`src/rtl/mux_nto1_rr_pkg.sv`:
```
// Shared definitions for the N-to-1 round-robin channel selector.
//   mode_e    : MODE_SEL (explicit select) / MODE_RR (round-robin)
//   DefWidth  : default data width per channel
//   wrap_inc  : index increment that wraps at the channel count
package mux_nto1_rr_pkg;

  typedef enum logic {
    ModeSel = 1'b0,
    ModeRr  = 1'b1
  } mode_e;

  localparam int unsigned DefWidth = 32;

  // Next round-robin start position after granting channel g out of n channels.
  function automatic int unsigned wrap_inc(input int unsigned g, input int unsigned n);
    return (g == n - 1) ? 0 : g + 1;
  endfunction

endpackage

```
`src/rtl/mux_nto1_rr_if.sv`:
```
// Handshake bundle between N producers, the selector and one consumer.
//   mode/sel            : selection control
//   in_data/in_valid    : producer words, channel i at [i*WIDTH +: WIDTH]
//   in_ready            : per-channel ready, at most one bit set
//   out_data/out_chan   : registered word and the channel it came from
//   out_valid/out_ready : consumer handshake
// master = the surrounding system, slave = the selector.
interface mux_nto1_rr_if
  import mux_nto1_rr_pkg::*;
#(
  parameter int unsigned WIDTH = DefWidth,
  parameter int unsigned N     = 6,
  parameter int unsigned SELW  = 3
) ();

  mode_e              mode;
  logic [SELW-1:0]    sel;
  logic [N*WIDTH-1:0] in_data;
  logic [N-1:0]       in_valid;
  logic [N-1:0]       in_ready;
  logic [WIDTH-1:0]   out_data;
  logic [SELW-1:0]    out_chan;
  logic               out_valid;
  logic               out_ready;

  modport master (
    output mode, sel, in_data, in_valid, out_ready,
    input  in_ready, out_data, out_chan, out_valid
  );

  modport slave (
    input  mode, sel, in_data, in_valid, out_ready,
    output in_ready, out_data, out_chan, out_valid
  );

endinterface

```
`src/rtl/mux_nto1_rr_pick.sv`:
```
// Rotated priority encoder: finds the first asserted request scanning
// ptr, ptr+1, ..., N-1, 0, ..., ptr-1.
//   req   : request vector
//   ptr   : scan start index (always < N)
//   found : some request is set
//   g     : index of the chosen request (0 when none)
module mux_nto1_rr_pick #(
  parameter int unsigned N    = 6,
  parameter int unsigned SELW = 3
) (
  input  logic [N-1:0]    req,
  input  logic [SELW-1:0] ptr,
  output logic            found,
  output logic [SELW-1:0] g
);

  always_comb begin
    int unsigned idx;
    found = 1'b0;
    g     = '0;
    idx   = 0;
    for (int unsigned k = 0; k < N; k++) begin
      idx = 32'(ptr) + k;
      if (idx >= N) idx = idx - N;
      if (!found && req[idx]) begin
        found = 1'b1;
        g     = SELW'(idx);
      end
    end
  end

endmodule

```
`src/rtl/mux_nto1_rr.sv`:
```
// N-to-1 channel selector with a one-deep registered, handshaked output.
//   clock   : rising-edge clock
//   reset_n : asynchronous active-low reset
//   bus     : mux_nto1_rr_if slave (select control, producer and consumer sides)
// mode=MODE_SEL picks channel sel; mode=MODE_RR arbitrates round-robin
// starting at ptr. Throughput is one word per cycle with out_ready high.
module mux_nto1_rr
  import mux_nto1_rr_pkg::*;
#(
  parameter int unsigned WIDTH = DefWidth,
  parameter int unsigned N     = 6,
  parameter int unsigned SELW  = 3
) (
  input  logic          clock,
  input  logic          reset_n,
  mux_nto1_rr_if.slave  bus
);

  localparam int unsigned NPad = 1 << SELW;

  logic [WIDTH-1:0] out_data_q;
  logic [SELW-1:0]  out_chan_q;
  logic             out_valid_q;
  logic [SELW-1:0]  ptr_q;

  logic             load;
  logic             grant;
  logic             cand_found;
  logic [SELW-1:0]  cand;
  logic [WIDTH-1:0] cand_data;
  logic             rr_found;
  logic [SELW-1:0]  rr_g;
  logic [NPad-1:0]  valid_pad;

  mux_nto1_rr_pick #(
    .N    (N),
    .SELW (SELW)
  ) u_pick (
    .req   (bus.in_valid),
    .ptr   (ptr_q),
    .found (rr_found),
    .g     (rr_g)
  );

  // Zero padding makes any sel >= N see an idle channel.
  assign valid_pad = NPad'(bus.in_valid);
  assign load      = !out_valid_q || bus.out_ready;

  always_comb begin
    cand       = '0;
    cand_found = 1'b0;
    if (bus.mode == ModeRr) begin
      cand       = rr_g;
      cand_found = rr_found;
    end else begin
      cand       = bus.sel;
      cand_found = valid_pad[bus.sel];
    end
  end

  assign grant = load && cand_found;

  always_comb begin
    cand_data = '0;
    for (int unsigned i = 0; i < N; i++) begin
      if (cand == SELW'(i)) cand_data = bus.in_data[i*WIDTH +: WIDTH];
    end
  end

  // Ready is gated by reset so no producer sees a transfer while in reset.
  assign bus.in_ready = (reset_n && grant) ? (N'(1) << cand) : '0;

  always_ff @(posedge clock or negedge reset_n) begin
    if (!reset_n) begin
      out_data_q  <= '0;
      out_chan_q  <= '0;
      out_valid_q <= 1'b0;
      ptr_q       <= '0;
    end else begin
      if (grant) begin
        out_data_q  <= cand_data;
        out_chan_q  <= cand;
        out_valid_q <= 1'b1;
      end else if (load) begin
        out_valid_q <= 1'b0;
      end
      if (grant && bus.mode == ModeRr) begin
        ptr_q <= SELW'(wrap_inc(32'(cand), N));
      end
    end
  end

  assign bus.out_data  = out_data_q;
  assign bus.out_chan  = out_chan_q;
  assign bus.out_valid = out_valid_q;

endmodule

```
`src/flat_wrapper.sv`:
```
// flat-port wrapper written by rule: the top's interface ports become plain ports
module mux_nto1_rr_flat import mux_nto1_rr_pkg::*;
#(
  parameter int unsigned WIDTH = DefWidth,
  parameter int unsigned N     = 6,
  parameter int unsigned SELW  = 3
)
  (clock, reset_n, bus_mode, bus_sel, bus_in_data, bus_in_valid, bus_out_ready, bus_in_ready, bus_out_data, bus_out_chan, bus_out_valid);
  mux_nto1_rr_if #(.WIDTH(WIDTH), .N(N), .SELW(SELW)) bus_i ();
  input  logic clock;
  input  logic reset_n;
  input wire logic [$bits(bus_i.mode)-1:0] bus_mode;
  input wire logic [$bits(bus_i.sel)-1:0] bus_sel;
  input wire logic [$bits(bus_i.in_data)-1:0] bus_in_data;
  input wire logic [$bits(bus_i.in_valid)-1:0] bus_in_valid;
  input wire logic [$bits(bus_i.out_ready)-1:0] bus_out_ready;
  output wire logic [$bits(bus_i.in_ready)-1:0] bus_in_ready;
  output wire logic [$bits(bus_i.out_data)-1:0] bus_out_data;
  output wire logic [$bits(bus_i.out_chan)-1:0] bus_out_chan;
  output wire logic [$bits(bus_i.out_valid)-1:0] bus_out_valid;
  assign bus_i.mode = bus_mode;
  assign bus_i.sel = bus_sel;
  assign bus_i.in_data = bus_in_data;
  assign bus_i.in_valid = bus_in_valid;
  assign bus_i.out_ready = bus_out_ready;
  assign bus_in_ready = bus_i.in_ready;
  assign bus_out_data = bus_i.out_data;
  assign bus_out_chan = bus_i.out_chan;
  assign bus_out_valid = bus_i.out_valid;
  mux_nto1_rr #(.WIDTH(WIDTH), .N(N), .SELW(SELW)) u_core (.clock(clock), .reset_n(reset_n), .bus(bus_i));
endmodule
```
`config.mk`:
```
export PLATFORM = sky130hd
export DESIGN_NAME = mux_nto1_rr_flat
export DESIGN_NICKNAME = d
export VERILOG_FILES = /design/src/rtl/mux_nto1_rr_pkg.sv /design/src/rtl/mux_nto1_rr_if.sv /design/src/rtl/mux_nto1_rr_pick.sv /design/src/rtl/mux_nto1_rr.sv /design/src/flat_wrapper.sv
export SDC_FILE = /design/constraint.sdc
export NUM_CORES = 1
export LEC_CHECK = 0
export CORE_MARGIN = 3
export CORE_UTILIZATION = 36
export DETAILED_ROUTE_END_ITERATION = 10
export GPL_ROUTABILITY_DRIVEN = 0
export PLACE_DENSITY_LB_ADDON = 0.15
export SKIP_CTS_REPAIR_TIMING = 1
export SLEW_MARGIN = 20
export SYNTH_ARGS = -nofsm -noshare
export SYNTH_HDL_FRONTEND = slang
export SYNTH_SLANG_ARGS = --single-unit
```
`constraint.sdc`:
```
create_clock -name clock -period 6.33 [get_ports clock]
set_clock_uncertainty 0.1 [all_clocks]
set_input_delay 1.899 -clock clock [delete_from_list [all_inputs] [get_ports clock]]
set_output_delay 1.899 -clock clock [all_outputs]
set_load 0.01 [all_outputs]
```
==> impl_results.md <==
* Leak at 3.23 nW
* Post-synth ARST share at 100%
* Worst IR drop on VDD at 0.350 mV
* Global routing usage summed across all routing layers at 24.7%
* Count of non-filler cells in the finished layout at 941
* Final sum of negative setup slack at 0 ns
* Outcome: finished clean
* Internal power at approximately 2.4 mW
* Slowest stage cell on the critical path: sky130_fd_sc_hd__or4_1
* Maximum clock path buffer count at 2
* Flops & latches, synth at 39
* Number of slew-limit violations in the final report at 0
* Die height at 117 microns
* Hold crit path type: reg -> reg
* Critical Setup Path Class: in -> out
* Antenna violations before repair at 0
* Overflow left after global routing at 0
* DR DRC count at 0
* Top_reg_cell synth: sky130_fd_sc_hd__dfrtp_1
* Number of nets with antenna violations after routing at 0
* Gate power share at between 80% and 90%
* Max Freq at 160 MHz
* Share of synthesized area occupied by flip-flops and latches at roughly 22%
* Worst rel slew slack at roughly 52%
* CP cell instances: clkbuf_2, mux2i_4, or4_1, and4_1, a211oi_1, o22ai_1, a32oi_1, o31a_2, buf_4, nand2_1, nor3_1, clkbuf_2
* Clock sink count at 39
* Count of input and output buffers at 246
* Worst-case hold slack at 0.408 ns
* Average footprint of a synthesized cell at around 8.2 sq um
* Maximum single-stage delay on the critical path at a little over 0.5 ns
* Max Fanout on Critical Path at 6
* Data required time at the worst endpoint at 4.33 ns
* Element type at the critical path start: input pin
* Most used standard cells in the synthesized netlist: sky130_fd_sc_hd__mux2i_1, sky130_fd_sc_hd__nor2_1, sky130_fd_sc_hd__inv_1, sky130_fd_sc_hd__dfrtp_1, sky130_fd_sc_hd__a31oi_1
* GR Layer Usage met2 at between 40% and 50%
* Row count at 39
* Effective utilization at floorplan at between 30% and 40%
* Total power divided by cell area at slightly above 600 mW/mm^2
* Actual transition at the worst max-transition pin at approximately 0.7 ns
* Area growth syn-to-layout at 69.1%
* Data arrival time of the critical path at ~4.3 ns
* Number of library cell types mapped by synthesis at about 70
* IO Count at ~250
* Clk slew on worst S/H paths at about 0.06 ns
* Setup Viol. Count Final at 0
* Filler cell count at between 1000 and 1500
* Critical path launch point: bus_in_valid[1]
* Average wire length per cell after detail routing at 18.9 microns
* Cell area after placement at 0.00720 sq mm
* Die footprint at 0.0136 sq mm
* Cell count after synthesis at 538
* Startpoint of the most critical hold path: u_core.bus.out_chan[2]$_DFFE_PN0P_
* Startpoint of the lowest-slack register-to-register path: u_core.ptr_q[0]$_DFFE_PN0P_
* Largest net degree at the start of global routing at approximately 70
* Insertion delay of the later-clocked pin in the worst-skew pair at approximately 0.28 ns
* Clock network fraction of total power at ~5.4%
* Global route hottest layer: met2
* Via count of the first global-routing pass at 5369
* Average via count per standard cell at between 5 and 6
* DRC violation total after the first TritonRoute iteration at approximately 330
* H-tree depth at 2
* Net switching fraction of the power at between 40% and 50%
* Placed cells at just over 900
* Via count at about 5200
* Most frequent cell after synthesis: sky130_fd_sc_hd__mux2i_1
* Yosys synthesis warning count at 0
* Post-synth EDFFs at 0
* Total net switching power at approximately 2.3 mW
* First-pass GRT wire length at about 27000 microns
* Net count after synthesis at approximately 760
* Sequential fraction of design power at about a tenth
* Core outline area at 0.0117 sq mm
* Total count of hold-check failures in the final report at 0
* Overall routed net length at 17800 microns
* Syn Std Cell Area at ~0.0044 sq mm
* CTS tree: yes
* Top area cells in the synthesized netlist: sky130_fd_sc_hd__dfrtp_1, sky130_fd_sc_hd__mux2i_1, sky130_fd_sc_hd__o31a_1, sky130_fd_sc_hd__a31oi_1, sky130_fd_sc_hd__and2_1
* Top Family by Delay on Critical Path: simple AND/OR/NAND/NOR gates
* Nets at between 1000 and 1500
* Most area-hungry cell type in the Yosys netlist: sky130_fd_sc_hd__dfrtp_1
* Final HPWL DP at between 10000 and 15000 microns
* Post-route standard cell area excluding fillers at roughly 0.0074 sq mm
* Fraction of layout cells with a size suffix above 1 at around 14%
* Area share of the largest cell type after synthesis at 22.2%
* Share of the cycle needed by the critical path after routing at 98.7%
* Final worst path period need at ~6.2 ns
* M3 GR Usage at 5.44%
* Number of maximum-capacitance constraint violations at 0
* # diodes at 0
* Total iterations of the first detailed-routing run at 5
* X dimension of the die at ~120 microns
* Clock root buffer master: sky130_fd_sc_hd__clkbuf_16
* Type of destination of the critical path: output port
* Cell type with the highest occurrence count on the critical path: sky130_fd_sc_hd__clkbuf_2
* Met1 usage in global routing at between 20% and 30%
* Post-Route Utilization at between 60 and 70%
* Buffers plus inverters on the worst setup path at 3
* Clock buffers created by TritonCTS at 5
## metal layers
| layer | routed length [microns] | share of wire, % | vias up |
|---|---|---|---|
| li1 | - | - | 2508 |
| met3 | 1230 | 6.9 | 45 |
| met1 | 6820 | 38 | 2454 |
| met2 | 9140 | 51 | 227 |
| met4 | 581 | 3.3 | 0 |
| met5 | 0 | 0 | - |
## placed cells by master, fill, tap and decap left out, drive strengths merged, types with 3 or more instances in the layout
master / netlist / layout
nor3b: 3 / 3
a31oi: 33 / 33
mux2i: 68 / 68
clkdlybuf4s50: 0 / 233
ha: 14 / 14
or3: 3 / 3
inv: 44 / 44
a21o: 7 / 7
clkbuf: 16 / 14
a211oi: 6 / 6
nand2: 25 / 25
o21a: 6 / 6
mux2: 12 / 12
xnor2: 5 / 5
and3: 5 / 5
or4: 4 / 4
o21ai: 12 / 12
nand3: 5 / 5
dfrtp: 39 / 39
nor2: 49 / 49
a21oi: 9 / 9
and2: 30 / 30
o22ai: 30 / 30
dlymetal6s2s: 0 / 3
o32ai: 5 / 5
buf: 24 / 48
o31ai: 3 / 3
or2: 6 / 6
nand2b: 5 / 5
o31a: 30 / 30
nor3: 9 / 9
## flip-flops by register name (all words and copies together), names as in the netlist
| signal | cells |
|---|---|
| u_core.bus.out_data | 32 |
| u_core.bus.out_valid | 1 |
| u_core.bus.out_chan | 3 |
| u_core.ptr_q | 3 |
## area by class of cell
cell class	count	area (sq um)	area share, %
clock buffers	6	129	1.73
well taps	143	179	2.40
inverters	44	165	2.22
multi-input cells	415	3200	43.0
flip-flops and latches	39	976	13.1
repair buffers	292	2780	37.3
clock inverters	2	12.5	0.168
## cell families (layout without fill, tap and decap cells)
family	after synthesis	in the layout	share of synthesized area, %
compound gates	163	163	27.1
fa+ha+maj	14	14	3.98
simple gates	150	150	17.3
xor+xnor	7	7	1.73
buf+inv	84	344	8.30
mux	81	81	19.4
flops	39	39	22.2
## power groups by stage
| stage | logic, mW | clock network (mW) | registers, mW |
|---|---|---|---|
| 2_1_floorplan | 2.39 | 0 | 0.518 |
| 3_3_place_gp | 3.61 | 0 | 0.466 |
| 3_5_place_dp | 3.70 | 0 | 0.472 |
| 4_1_cts | 3.73 | 0.257 | 0.469 |
| 5_1_grt | 4.20 | 0.265 | 0.483 |
| 6_report | 3.89 | 0.249 | 0.467 |
## path summary, 6_finish.rpt
path,to,slack (ns),cells past startpoint
min reg2reg,u_core.bus.out_chan[2]$_DFFE_PN0P_,0.41,1
min in group asynchronous,u_core.bus.out_data[24]$_DFFE_PN0P_,1.66,2
max in group asynchronous,u_core.bus.out_data[26]$_DFFE_PN0P_,4.11,2
min,u_core.bus.out_chan[2]$_DFFE_PN0P_,0.41,1
max reg2reg,u_core.bus.out_data[24]$_DFFE_PN0P_,1.26,18
max,bus_in_ready[0],0.08,12
## metrics by stage
step           setup WS, ns  power, mW
2_1_floorplan       0.00890       2.91
3_5_place_dp         -0.752       4.18
4_1_cts              -0.773       4.45
5_1_grt             -0.0750       4.94
6_report             0.0833       4.61
3_3_place_gp         -0.647       4.08
No activity file was read; power rests on OpenSTA's default activity.
